$ cat src/rtl/mixer_mode_sched_pkg.sv
// Shared encodings for the mixer mode sequencer: mode values, FSM states, command field layout.
package mixer_sched_pkg;

  localparam logic [1:0] MODE_BYPASS  = 2'd0;
  localparam logic [1:0] MODE_PI2     = 2'd1;
  localparam logic [1:0] MODE_PI4     = 2'd2;
  localparam logic [1:0] MODE_ILLEGAL = 2'd3;

  localparam int MODE_W  = 2;
  localparam int DUR_LSB = 0;

  // The mode field sits directly above the duration field.
  function automatic int mode_lsb(input int dur_w);
    return DUR_LSB + dur_w;
  endfunction

  typedef enum logic [1:0] {IDLE, BLANK, RUN} state_t;

endpackage

$ cat src/rtl/mixer_mode_sched_cmd_fifo.sv
// First-word-fall-through command FIFO; head valid the cycle after the write, registered count.
// Pushes are refused when full (even with a same-cycle pop); flush empties it and overrides push/pop.
module sched_cmd_fifo #(
  parameter int unsigned W     = 18,
  parameter int unsigned DEPTH = 4
) (
  input  logic                       clk,
  input  logic                       rstn,
  input  logic                       i_flush,
  input  logic                       i_push,
  input  logic [W-1:0]               i_push_dat,
  input  logic                       i_pop,
  output logic [W-1:0]               o_pop_dat,
  output logic                       o_full,
  output logic                       o_empty,
  output logic [$clog2(DEPTH):0]     o_cnt
);

  localparam int unsigned AW = $clog2(DEPTH);
  localparam logic [AW:0] FULL_CNT = (AW+1)'(DEPTH);

  logic [W-1:0]  r_mem [DEPTH];
  logic [AW-1:0] r_wptr, r_rptr;
  logic [AW:0]   r_cnt;
  logic          w_push_ok, w_pop_ok;

  assign o_full    = (r_cnt == FULL_CNT);
  assign o_empty   = (r_cnt == '0);
  assign o_cnt     = r_cnt;
  assign o_pop_dat = r_mem[r_rptr];
  assign w_push_ok = i_push && !o_full && !i_flush;
  assign w_pop_ok  = i_pop && !o_empty && !i_flush;

  always_ff @(posedge clk or negedge rstn) begin
    if (!rstn) begin
      r_wptr <= '0;
      r_rptr <= '0;
      r_cnt  <= '0;
    end else if (i_flush) begin
      r_wptr <= '0;
      r_rptr <= '0;
      r_cnt  <= '0;
    end else begin
      if (w_push_ok) r_wptr <= r_wptr + AW'(1);
      if (w_pop_ok)  r_rptr <= r_rptr + AW'(1);
      if (w_push_ok && !w_pop_ok)      r_cnt <= r_cnt + (AW+1)'(1);
      else if (w_pop_ok && !w_push_ok) r_cnt <= r_cnt - (AW+1)'(1);
    end
  end

  always_ff @(posedge clk) begin
    if (w_push_ok) r_mem[r_wptr] <= i_push_dat;
  end

endmodule

$ cat src/rtl/mixer_mode_sched.sv
// Applies timed mixer MODE_REG commands back-to-back; mode_o moves two cycles after the command write.
// s_cmd_tready drops while the FIFO is full or flush is high; blank_o covers the mixer pipeline after a mode change.
module mixer_mode_sched
  import mixer_sched_pkg::*;
#(
  parameter int unsigned DEPTH     = 4,
  parameter int unsigned DUR_W     = 16,
  parameter int unsigned BLANK_CYC = 2
) (
  input  logic                       clk,
  input  logic                       rstn,
  input  logic                       en,
  input  logic                       flush,
  input  logic                       s_cmd_tvalid,
  output logic                       s_cmd_tready,
  input  logic [DUR_W+1:0]           s_cmd_tdata,
  output logic [1:0]                 mode_o,
  output logic                       blank_o,
  output logic                       busy_o,
  output logic [$clog2(DEPTH):0]     fifo_cnt_o,
  output logic                       underrun_o,
  output logic                       err_o
);

  localparam int unsigned CMD_W      = DUR_W + MODE_W;
  localparam int          MODE_LSB   = mode_lsb(DUR_W);
  localparam logic [3:0]  BLANK_INIT = 4'(BLANK_CYC);

  state_t           r_state, w_state_nxt;
  logic [1:0]       r_mode, w_mode_nxt;
  logic [DUR_W-1:0] r_dur_cnt, w_dur_nxt;
  logic [3:0]       r_blank_cnt, w_bcnt_nxt;
  logic             r_blank, r_busy, r_underrun, r_err;
  logic             w_underrun_nxt, w_load, w_pop, w_push, w_full, w_empty;
  logic [1:0]       w_in_mode, w_head_mode;
  logic [DUR_W-1:0] w_head_dur;
  logic [CMD_W-1:0] w_wr_dat, w_rd_dat;

  assign s_cmd_tready = !w_full && !flush;
  assign w_push       = s_cmd_tvalid && s_cmd_tready;
  assign w_in_mode    = s_cmd_tdata[MODE_LSB +: MODE_W];
  // Mode 3 is never stored, so the FSM only ever sees legal modes.
  assign w_wr_dat     = {(w_in_mode == MODE_ILLEGAL) ? MODE_BYPASS : w_in_mode,
                         s_cmd_tdata[DUR_LSB +: DUR_W]};
  assign w_head_mode  = w_rd_dat[MODE_LSB +: MODE_W];
  assign w_head_dur   = w_rd_dat[DUR_LSB +: DUR_W];

  sched_cmd_fifo #(.W(CMD_W), .DEPTH(DEPTH)) u_fifo (
    .clk        (clk),
    .rstn       (rstn),
    .i_flush    (flush),
    .i_push     (w_push),
    .i_push_dat (w_wr_dat),
    .i_pop      (w_pop),
    .o_pop_dat  (w_rd_dat),
    .o_full     (w_full),
    .o_empty    (w_empty),
    .o_cnt      (fifo_cnt_o)
  );

  always_comb begin
    w_state_nxt    = r_state;
    w_mode_nxt     = r_mode;
    w_dur_nxt      = r_dur_cnt;
    w_bcnt_nxt     = r_blank_cnt;
    w_underrun_nxt = 1'b0;
    w_load         = 1'b0;
    w_pop          = 1'b0;
    unique case (r_state)
      IDLE:  w_load = en && !w_empty;
      BLANK: begin
        if (r_blank_cnt == 4'd1) w_state_nxt = RUN;
        else                     w_bcnt_nxt  = r_blank_cnt - 4'd1;
      end
      RUN: begin
        if (r_dur_cnt == '0) begin
          w_load = en && !w_empty;
        end else if (r_dur_cnt == DUR_W'(1)) begin
          if (en && !w_empty) begin
            w_load = 1'b1;
          end else begin
            w_state_nxt    = IDLE;
            w_dur_nxt      = '0;
            w_underrun_nxt = en && w_empty;
          end
        end else begin
          w_dur_nxt = r_dur_cnt - DUR_W'(1);
        end
      end
      default: w_state_nxt = IDLE;
    endcase
    if (w_load) begin
      w_pop      = 1'b1;
      w_mode_nxt = w_head_mode;
      w_dur_nxt  = w_head_dur;
      if (w_head_mode != r_mode) begin
        w_state_nxt = BLANK;
        w_bcnt_nxt  = BLANK_INIT;
      end else begin
        w_state_nxt = RUN;
      end
    end
    // Flush aborts everything except the mode already driven to the mixer.
    if (flush) begin
      w_state_nxt    = IDLE;
      w_mode_nxt     = r_mode;
      w_dur_nxt      = '0;
      w_bcnt_nxt     = '0;
      w_underrun_nxt = 1'b0;
      w_pop          = 1'b0;
    end
  end

  always_ff @(posedge clk or negedge rstn) begin
    if (!rstn) begin
      r_state     <= IDLE;
      r_mode      <= MODE_BYPASS;
      r_dur_cnt   <= '0;
      r_blank_cnt <= '0;
      r_blank     <= 1'b0;
      r_busy      <= 1'b0;
      r_underrun  <= 1'b0;
      r_err       <= 1'b0;
    end else begin
      r_state     <= w_state_nxt;
      r_mode      <= w_mode_nxt;
      r_dur_cnt   <= w_dur_nxt;
      r_blank_cnt <= w_bcnt_nxt;
      r_blank     <= (w_state_nxt == BLANK);
      r_busy      <= (w_state_nxt != IDLE);
      r_underrun  <= w_underrun_nxt;
      if (w_push && (w_in_mode == MODE_ILLEGAL)) r_err <= 1'b1;
    end
  end

  assign mode_o     = r_mode;
  assign blank_o    = r_blank;
  assign busy_o     = r_busy;
  assign underrun_o = r_underrun;
  assign err_o      = r_err;

endmodule

$ cat config.mk
export PLATFORM = sky130hd
export DESIGN_NAME = mixer_mode_sched
export DESIGN_NICKNAME = d
export VERILOG_FILES = /design/src/rtl/mixer_mode_sched_pkg.sv /design/src/rtl/mixer_mode_sched_cmd_fifo.sv /design/src/rtl/mixer_mode_sched.sv
export SDC_FILE = /design/constraint.sdc
export NUM_CORES = 1
export LEC_CHECK = 0
export CAP_MARGIN = 20
export CORE_MARGIN = 2
export CORE_UTILIZATION = 57
export CTS_CLUSTER_DIAMETER = 50
export DETAILED_ROUTE_END_ITERATION = 10
export DONT_BUFFER_PORTS = 1
export GPL_TIMING_DRIVEN = 1
export PLACE_DENSITY = 0.81
export SLEW_MARGIN = 10
export SYNTH_ARGS = -nofsm -noshare
export SYNTH_HDL_FRONTEND = slang
export SYNTH_SLANG_ARGS = --single-unit
$ cat constraint.sdc
create_clock -name clk -period 3.1 [get_ports clk]
set_input_delay 0.775 -clock clk [delete_from_list [all_inputs] [get_ports clk]]
set_output_delay 0.775 -clock clk [all_outputs]
set_load 0.01 [all_outputs]
==> flow_results.xml <==
<?xml version="1.0" encoding="UTF-8"?>
<metrics>
  <group name="timing">
    <metric name="skew" unit="ns">0.01083</metric>
    <metric name="achievable-frequency" unit="MHz">349.5</metric>
    <metric name="unrepaired_setup_endpoints_after_global_routing" unit="">false</metric>
    <metric name="final_min_period_over_clock_period" unit="%">92.29</metric>
    <metric name="tns" unit="ns">0</metric>
    <metric name="timing_worst_slew_pin_value" unit="ns">0.8117</metric>
    <metric name="setup_viol" unit="">0</metric>
    <metric name="final_max_slew_violation_count" unit="">0</metric>
    <metric name="number_of_hold_slack_violations_in_the_final_timing_report" unit="">0</metric>
    <metric name="period_needed" unit="ns">2.861</metric>
    <metric name="timing.max_slew.rel_slack" unit="%">45.68</metric>
  </group>
  <group name="yosys">
    <metric name="simple_gate_portion_of_the_synthesized_area" unit="%">11.13</metric>
    <metric name="yosys.area_share.adder" unit="%">2.764</metric>
    <metric name="mappedNetlistArea" unit="µm²">4798</metric>
    <metric name="synth-compound-area-share" unit="%">9.413</metric>
    <metric name="net_count_of_the_mapped_netlist" unit="">380</metric>
    <metric name="synth_ff_type" unit="">sky130_fd_sc_hd__edfxtp_1</metric>
    <metric name="syn-instance-count" unit="">347</metric>
    <metric name="synthMuxAreaShare" unit="%">9.126</metric>
    <metric name="synth-warning-count" unit="">0</metric>
    <metric name="synth_seq_area_share" unit="%">63.31</metric>
    <metric name="synth_top_family_by_area" unit="">simple AND/OR/NAND/NOR gates</metric>
    <metric name="synth_xor_xnor_area_share" unit="%">1.095</metric>
    <metric name="yosys.area.top_type_share" unit="%">45.06</metric>
    <metric name="synth.avg_cell_area" unit="µm²">13.83</metric>
    <metric name="synthDominantAreaCellType" unit="">sky130_fd_sc_hd__edfxtp_1</metric>
    <metric name="synth_enable_flop_cells" unit="">72</metric>
    <metric name="top_area_cells_in_the_synthesized_netlist" unit="">sky130_fd_sc_hd__edfxtp_1, sky130_fd_sc_hd__dfrtp_1, sky130_fd_sc_hd__mux4_2</metric>
    <metric name="post-synth-top-count-cell" unit="">sky130_fd_sc_hd__edfxtp_1</metric>
    <metric name="synth.top_cells.by_count" unit="">sky130_fd_sc_hd__edfxtp_1, sky130_fd_sc_hd__dfrtp_1, sky130_fd_sc_hd__a21oi_1</metric>
    <metric name="async_flop_share" unit="%">32.71</metric>
    <metric name="synth_seq_cells" unit="">107</metric>
    <metric name="netlist-cell-type-count" unit="">53</metric>
  </group>
  <group name="global_routing">
    <metric name="maximum_number_of_pins_on_one_net_before_global_route_repair" unit="">37</metric>
    <metric name="grt_usage" unit="%">21.34</metric>
    <metric name="grt-ovfl-total" unit="">0</metric>
    <metric name="grt_antenna_before_repair" unit="">0</metric>
    <metric name="grt_pass1_vias" unit="">2947</metric>
    <metric name="first_pass_grt_wire_length" unit="mm">14.46</metric>
  </group>
  <group name="worst_setup_path">
    <metric name="setup.worst_path.end_class" unit="">flip-flop</metric>
    <metric name="worstSetupStartpoint" unit="">r_dur_cnt[9]$_DFFE_PN0P_</metric>
    <metric name="r2r_start" unit="">r_dur_cnt[9]$_DFFE_PN0P_</metric>
    <metric name="worstSetupStartpointType" unit="">flip-flop</metric>
    <metric name="slowest_delay" unit="ns">0.63</metric>
    <metric name="regToRegSetupSlack" unit="ns">0.24</metric>
    <metric name="critical_path.cell_chain" unit="">or3_1 -&gt; or4b_1 -&gt; o31ai_4 -&gt; buf_6 -&gt; nor2_1 -&gt; a221oi_1 -&gt; a211oi_1</metric>
    <metric name="cp_data_required_time" unit="ns">3.35</metric>
    <metric name="worst-endpoint-arrival" unit="ns">3.11</metric>
    <metric name="cp_max_fo" unit="">36</metric>
    <metric name="worst-setup-path-type" unit="">reg -&gt; reg</metric>
    <metric name="slowest_cell_on_the_critical_path" unit="">sky130_fd_sc_hd__or4b_1</metric>
  </group>
  <group name="layout">
    <metric name="drive_above_1_share" unit="%">14.89</metric>
    <metric name="n_antenna_cell" unit="">0</metric>
    <metric name="post_route_core_utilization" unit="%">62.87</metric>
    <metric name="num-fill-cells" unit="">595</metric>
    <metric name="area_delta_synth_final" unit="%">7.119</metric>
    <metric name="postLayoutCellArea" unit="µm²">5140</metric>
    <metric name="final_net_count" unit="">384</metric>
  </group>
  <group name="hold_path">
    <metric name="min-delay-path-class" unit="">in -&gt; async</metric>
  </group>
  <group name="die">
    <metric name="die_x" unit="µm">95.75</metric>
    <metric name="design.core.area" unit="µm²">8175</metric>
    <metric name="rows" unit="">33</metric>
    <metric name="total_die_area" unit="µm²">9168</metric>
    <metric name="floorplan.io_pins" unit="">33</metric>
    <metric name="floorplan.initialDensity" unit="%">58.69</metric>
    <metric name="die_y" unit="µm">95.75</metric>
  </group>
  <group name="route">
    <metric name="detailedRoute.firstIterationViolations" unit="">252</metric>
    <metric name="routed_via_density" unit="">6.189</metric>
    <metric name="drt-wirelength-per-cell" unit="µm">19.12</metric>
    <metric name="drcViolationCount" unit="">0</metric>
    <metric name="num_vias" unit="">2853</metric>
    <metric name="drt-pass1-iter-count" unit="">5</metric>
    <metric name="detail-route-antenna-nets" unit="">0</metric>
    <metric name="wl" unit="mm">8.813</metric>
  </group>
  <group name="placement">
    <metric name="gp_congestion" unit="">0.8749</metric>
    <metric name="hpwl_reported_at_the_end_of_detailed_placement" unit="mm">5.770</metric>
    <metric name="total_cell_area_at_the_placement_stage" unit="µm²">4936</metric>
    <metric name="count_of_buffers_inserted_at_the_top_level_ports" unit="">0</metric>
  </group>
  <group name="clock_network">
    <metric name="insertion_delay" unit="ns">0.37</metric>
    <metric name="clkSinkCount" unit="">107</metric>
    <metric name="postCtsSetupRepairBufs" unit="">0</metric>
    <metric name="hold_buffers" unit="">0</metric>
    <metric name="cts_made_buffers" unit="">9</metric>
    <metric name="cts_max_level" unit="">3</metric>
    <metric name="cts-root-buf" unit="">sky130_fd_sc_hd__clkbuf_8</metric>
    <metric name="tritoncts" unit="">done</metric>
    <metric name="cts.path.max_buffers" unit="">2</metric>
    <metric name="cts.repair.resized" unit="">0</metric>
    <metric name="clock_transition_at_the_registers_of_the_reported_paths" unit="ns">0.11</metric>
  </group>
  <group name="outcome">
    <metric name="outcome" unit="">finished, final reports clean</metric>
  </group>
  <group name="power">
    <metric name="total_power" unit="W">0.004892</metric>
    <metric name="p_leak" unit="nW">1.832</metric>
    <metric name="cellPowerDensity" unit="nW/µm²">951.8</metric>
    <metric name="ir_drop" unit="µV">409.6</metric>
  </group>
  <group name="flow_run">
    <metric name="max_cap_viol_count" unit="">0</metric>
  </group>
</metrics>
==> stage by stage <==
step | setup slack [ns] | hold WS (ns) | cells
floorplan | 0.02305 | 0.4794 | 347
global placement | 0.2546 | 0.4801 | 445
detailed placement | 0.1697 | 0.4803 | 445
CTS | 0.1432 | 0.06844 | 461
global route | 0.06268 | 0.05892 | 461
finish | 0.2389 | 0.08631 | 461
==> area by class of cell <==
type	instances	area [µm²]	area share [%]
Multi-Input combinational cell	202	1609	31.30
Inverter	20	75.07	1.461
Timing Repair Buffer	11	86.33	1.680
Clock inverter	6	62.56	1.217
Sequential cell	107	3038	59.10
Tap cell	105	131.4	2.556
Clock buffer	10	137.6	2.678
==> worst max-delay path: cells and delay by family (launching register included) <==
family	cells	cell delay, ns
simple gates	3	1.27
compound gates	3	0.75
flops	1	0.42
buf+inv	1	0.29
==> sequential cells by signal, summed over array words and instances, names as in the netlist <==
| register | cells |
|---|---|
| u_fifo.o_cnt | 3 |
| r_state | 2 |
| u_fifo.r_wptr | 2 |
| r_dur_cnt | 16 |
| blank_o | 1 |
| underrun_o | 1 |
| u_fifo.r_rptr | 2 |
| mode_o | 2 |
| u_fifo.r_mem | 72 |
| busy_o | 1 |
| r_blank_cnt | 4 |
| err_o | 1 |
==> final timing paths <==
check	depth (start not counted)	endpoint
worst min-delay path	0	blank_o$_DFF_PN0_
worst min register to register	1	err_o$_DFFE_PN0P_
max in group asynchronous	0	r_dur_cnt[2]$_DFFE_PN0P_
worst max-delay path	7	r_dur_cnt[0]$_DFFE_PN0P_
worst max register to register	7	r_dur_cnt[0]$_DFFE_PN0P_
min in group clk	1	u_fifo.o_cnt[0]$_DFFE_PN0P_
==> routing by layer <==
| metal | global-route usage (%) | vias to the layer above | share of wire [%] |
|---|---|---|---|
| li1 | - | 1327 | - |
| met1 | 27.95 | 1414 | 44 |
| met2 | 35.20 | 97 | 49 |
| met3 | 5.482 | 15 | 6.0 |
| met4 | 7.024 | 0 | 1.5 |
| met5 | 0 | - | 0 |
==> placed cells by master (no fill, tap or decap), types with 9 or more instances in the layout <==
cell and n:
sky130_fd_sc_hd__edfxtp_1 72, sky130_fd_sc_hd__dfrtp_1 35, sky130_fd_sc_hd__a21oi_1 28, sky130_fd_sc_hd__inv_1 20, sky130_fd_sc_hd__nor3_1 20, sky130_fd_sc_hd__nand2_1 18
sky130_fd_sc_hd__mux4_2 18, sky130_fd_sc_hd__nor2_1 14, sky130_fd_sc_hd__clkbuf_8 10, sky130_fd_sc_hd__buf_4 10, sky130_fd_sc_hd__o32ai_1 9, sky130_fd_sc_hd__ha_1 9
==> power by group <==
| part | total [W] | switching, W | internal (W) |
|---|---|---|---|
| clock | 0.000836 | 0.000499 | 0.000337 |
| sequential | 0.00195 | 0.000194 | 0.00176 |
| combinational | 0.00211 | 0.00123 | 0.000879 |
==> kinds of logic (layout without fill, tap and decap cells) <==
kind of cell	after synthesis	after routing
AO/OA/AOI/OAI	66	66
XOR/XNOR	6	6
adder cells (fa/ha/maj)	10	10
buffers and inverters	38	47
flip-flops	107	107
multiplexers	21	21
AND/OR/NAND/NOR	99	99
(Power assumes the default switching activity.)
